[src/rtl/ripple_counter.sv]
// WIDTH-bit synchronous counter built from a per-stage toggle (carry) chain.
// Define RIPPLE_COUNTER_DOWN_EN to count down instead of up.
module ripple_counter #(
  parameter int WIDTH = 4
) (
  output logic [WIDTH-1:0] out,
  input  logic             clock,
  input  logic             clear
);

  logic [WIDTH-1:0] count_q;
  logic [WIDTH-1:0] count_d;

  // Stage i toggles when every lower stage is at its carry value (1 up, 0 down).
  always_comb begin
    logic carry;
    count_d = count_q;
    carry   = 1'b1;
    for (int i = 0; i < WIDTH; i++) begin
      count_d[i] = count_q[i] ^ carry;
`ifdef RIPPLE_COUNTER_DOWN_EN
      carry = carry & ~count_q[i];
`else
      carry = carry & count_q[i];
`endif
    end
  end

  always_ff @(posedge clock) begin
    if (clear) begin
      count_q <= '0;
    end else begin
      count_q <= count_d;
    end
  end

  assign out = count_q;

endmodule

[config.mk]
export PLATFORM = sky130hd
export DESIGN_NAME = ripple_counter
export DESIGN_NICKNAME = d
export VERILOG_FILES = /design/src/rtl/ripple_counter.sv
export SDC_FILE = /design/constraint.sdc
export NUM_CORES = 1
export LEC_CHECK = 0
export ABC_AREA = 1
export BUFFER_PORTS_ARGS = -buffer_cell sky130_fd_sc_hd__buf_4
export CORE_AREA = 4 4 41 43
export CTS_BUF_LIST = sky130_fd_sc_hd__clkbuf_2
export DETAILED_ROUTE_END_ITERATION = 8
export DIE_AREA = 0 0 45 47
export SYNTH_ARGS = -nofsm -noshare
export SYNTH_HDL_FRONTEND = slang
export SYNTH_SLANG_ARGS = --single-unit
[constraint.sdc]
create_clock -name clock -period 1.4 [get_ports clock]
set_clock_uncertainty 0.2 [all_clocks]
set_input_delay 0.28 -clock clock [delete_from_list [all_inputs] [get_ports clock]]
set_output_delay 0.28 -clock clock [all_outputs]
set_load 0.01 [all_outputs]
==> qor_table.md <==
| Parameter | Reported | Unit |
|:---|:---|:---|
| DRT antenna net count | 0 | - |
| Wire length of the first global-routing pass | 489 | um |
| Clock insertion delay at the later pin of the skew report | 0.21 | ns |
| Combined area of all synthesized cells | 145.1 | sq um |
| Result of the run | finished clean | - |
| Class of the worst hold path | input port to register | - |
| HPWL after DPL | 200.9 | um |
| Comb power frac | 11.5 | % |
| Antenna diode count | 0 | - |
| Length of the first detailed-routing pass in iterations | 2 | - |
| Count of unique library cells instantiated by Yosys | 6 | - |
| Number of placed I/O pins | 6 | - |
| Finish-stage setup viols | 0 | - |
| Worst rel slew slack | 91.39 | % |
| Reg2Reg Launch Point | out[0]$_SDFF_PP0_ | - |
| Highest attainable clock frequency | 826.0 | MHz |
| TritonCTS clock tree | done | - |
| Number of gates resized after cts | 0 | - |
| Vias in the first global route | 129 | - |
| Longest Clk Path Bufs | 2 | - |
| Post-synthesis cell count | 16 | - |
| Final instance area | 216.5 | sq um |
| Fin. max-slew vios | 0 | - |
| Share of final-layout standard cells stronger than drive strength 1 | 37.50 | % |
| Area share of the largest cell type after synthesis | 55.17 | % |
| Area growth from synthesis to layout | 49.14 | % |
| Clock tree root driver cell | sky130_fd_sc_hd__clkbuf_2 | - |
| Flops & latches, synth | 4 | - |
| Critical path arrival | 1.11 | ns |
| Via density | 3.128 | - |
| Hold Crit Start | clear | - |
| Net switching component of the power | 66.03 | uW |
| GR Util All Layers | 4.186 | % |
| Clock net sink count | 4 | - |
| Unrepaired setup endpoints after global routing | no | - |
| # DRC | 0 | - |
| Clock network power share | 40.1 | % |
| Post-synth net total | 20 | - |
| Crit path setup slack, layout | 0.1894 | ns |
| Net count reported at finish | 30 | - |
| Flop pwr share | 48.3 | % |
| Hold buffer count at cts | 0 | - |
| Maximum fanout count along the critical path | 3 | - |
| Overall routed net length | 263 | um |
| Number of antenna violations at the first check in global routing | 0 | - |
| R2r setup slk | 0.19 | ns |
| Floorplan die height | 47 | um |
| Sequential cell area in the final layout | 80.08 | sq um |
| Int Pwr | 195.4 | uW |
| Core area | 0.001301 | sq mm |
| Number of cells on the worst hold path | 2 | - |
| Sum of negative setup slack | 0 | ns |
| Depth of the CTS H-tree | 1 | - |
| CP startpoint kind | register | - |
| Max VDD drop | 556.0 | uV |
| Die width | 45 | um |
| Placed instance area | 201.4 | sq um |
| Clock transition at path regs | 0.04 | ns |
| Transition time of the tightest slew-check pin | 0.1287 | ns |
| CP Capture Type | register | - |
| Worst slack after detailed placement | 0.1994 | ns |
| Net switching share of the total power | 25.26 | % |
| Buffers on Ports | 5 | - |
| Period minus WS final | 1.211 | ns |
| Num rows | 13 | - |
| Post-CTS setup repair buffer count | 0 | - |
| Worst setup path category | register to register | - |
| Sequential fraction of the synthesis area | 55.17 | % |
| Max reg flops | 4 | - |
| Top cells by area in the synthesized netlist | sky130_fd_sc_hd__dfxtp_1 55%, sky130_fd_sc_hd__ha_1 17%, sky130_fd_sc_hd__nor2_1 10%, sky130_fd_sc_hd__inv_1 7.8%, sky130_fd_sc_hd__nand2_1 5.2% | - |
| Pin count of the biggest net entering global routing | 5 | - |
| Total vias in the final route | 122 | - |
| Yosys synthesis warning count | 0 | - |
| Detailed Route Iter0 Violations | 2 | - |
| Multi-input logic area | 53.80 | sq um |
| Cell area power density | 1208 | mW/mm^2 |
| Leak pwr | 0.0001147 | uW |
| Starting density of the core | 11.15 | % |
| Total count of hold-check failures in the final report | 0 | - |
| Maxcap violations | 0 | - |
| Mean cell area of the mapped netlist | 9.071 | sq um |
| Smallest hold slack | 0.05238 | ns |
| Number of cells on the worst reg-to-reg path | 4 | - |
| Endpoint of the worst-slack reg-to-reg timing path | out[3]$_SDFF_PP0_ | - |
| Routed wirelength normalized by instance count | 6.744 | um |
| Portion of the clock cycle consumed by the worst path in the final layout | 86.47 | % |
| Fill cells | 157 | - |
| WHS Endpoint | out[0]$_SDFF_PP0_ | - |
| Area of the die | 0.002115 | sq mm |
| Total congestion overflow after global routing | 0 | - |
| Number of clock buffers inserted by TritonCTS | 3 | - |
| RD Place Congestion | 0.5953 | - |
| Req. time, crit path | 1.30 | ns |
| Yosys top cell by area | sky130_fd_sc_hd__dfxtp_1 | - |
[kinds of logic (layout without fill, tap and decap cells)]
kind of cell	count (synthesis)	in the layout	synth area share, %
flops	4	4	55.17
buf+inv	3	11	7.758
fa+ha+maj	2	2	17.24
simple gates	7	7	19.83
[power groups by stage]
stage / logic, uW / clock network (uW) / registers [uW]
3_5_place_dp: 30.8 / 0 / 129
2_1_floorplan: 10.9 / 0 / 132
5_1_grt: 35.3 / 122 / 127
3_3_place_gp: 30.1 / 0 / 128
6_report: 30.2 / 105 / 126
4_1_cts: 30.9 / 109 / 127
[worst max path at each step]
stage | startpoint | to | slack, ns | cells after the start
2_1_floorplan | out[0]$_SDFF_PP0_ | out[3]$_SDFF_PP0_ | 0.21 | 4
3_3_place_gp | out[0]$_SDFF_PP0_ | out[3]$_SDFF_PP0_ | 0.22 | 4
3_5_place_dp | out[0]$_SDFF_PP0_ | out[3]$_SDFF_PP0_ | 0.20 | 4
4_1_cts | out[0]$_SDFF_PP0_ | out[3]$_SDFF_PP0_ | 0.18 | 4
5_1_grt | out[0]$_SDFF_PP0_ | out[3]$_SDFF_PP0_ | 0.12 | 4
6_report | out[0]$_SDFF_PP0_ | out[3]$_SDFF_PP0_ | 0.19 | 4
[metrics by stage]
stage               utilization [%]  power (uW)  std cells
floorplan                         -       142.4         16
global placement              15.48       158.3         36
detailed placement            15.48       159.5         36
CTS                           16.63       266.9         39
global route                  16.63       284.8         39
finish                        16.63       261.4         39
[cell usage after synthesis, drive strengths merged]
cell   count
inv        3
dfxtp      4
ha         2
nor2       5
nand2      2
[routing by layer]
| layer | share of wire, % | global-route usage, % |
|---|---|---|
| met1 | 45 | 2.727 |
| met5 | 0 | 0 |
| met3 | 20 | 6.897 |
| met4 | 0 | 3.509 |
| met2 | 35 | 4.802 |
[critical path, stage by stage, from the launching register on]
cell and delay, ns:
sky130_fd_sc_hd__dfxtp_1 0.32, sky130_fd_sc_hd__ha_1 0.20, sky130_fd_sc_hd__ha_1 0.19, sky130_fd_sc_hd__nor2_1 0.14, sky130_fd_sc_hd__nor2_2 0.05
[cell type report]
| cell class | count | share of cell area, % |
|---|---|---|
| Sequential cell | 4 | 36.99 |
| Timing Repair Buffer | 5 | 17.34 |
| Tap cell | 15 | 8.671 |
| Clock buffer | 3 | 6.936 |
| Inverter | 3 | 5.202 |
| Multi-Input combinational cell | 9 | 24.86 |
[placed cells by master (no fill, tap or decap)]
master / instances
sky130_fd_sc_hd__buf_4: 5
sky130_fd_sc_hd__nor2_1: 4
sky130_fd_sc_hd__dfxtp_1: 4
sky130_fd_sc_hd__inv_1: 3
sky130_fd_sc_hd__clkbuf_2: 3
sky130_fd_sc_hd__nand2_1: 2
sky130_fd_sc_hd__ha_1: 2
sky130_fd_sc_hd__nor2_2: 1
(Power assumes the default switching activity.)
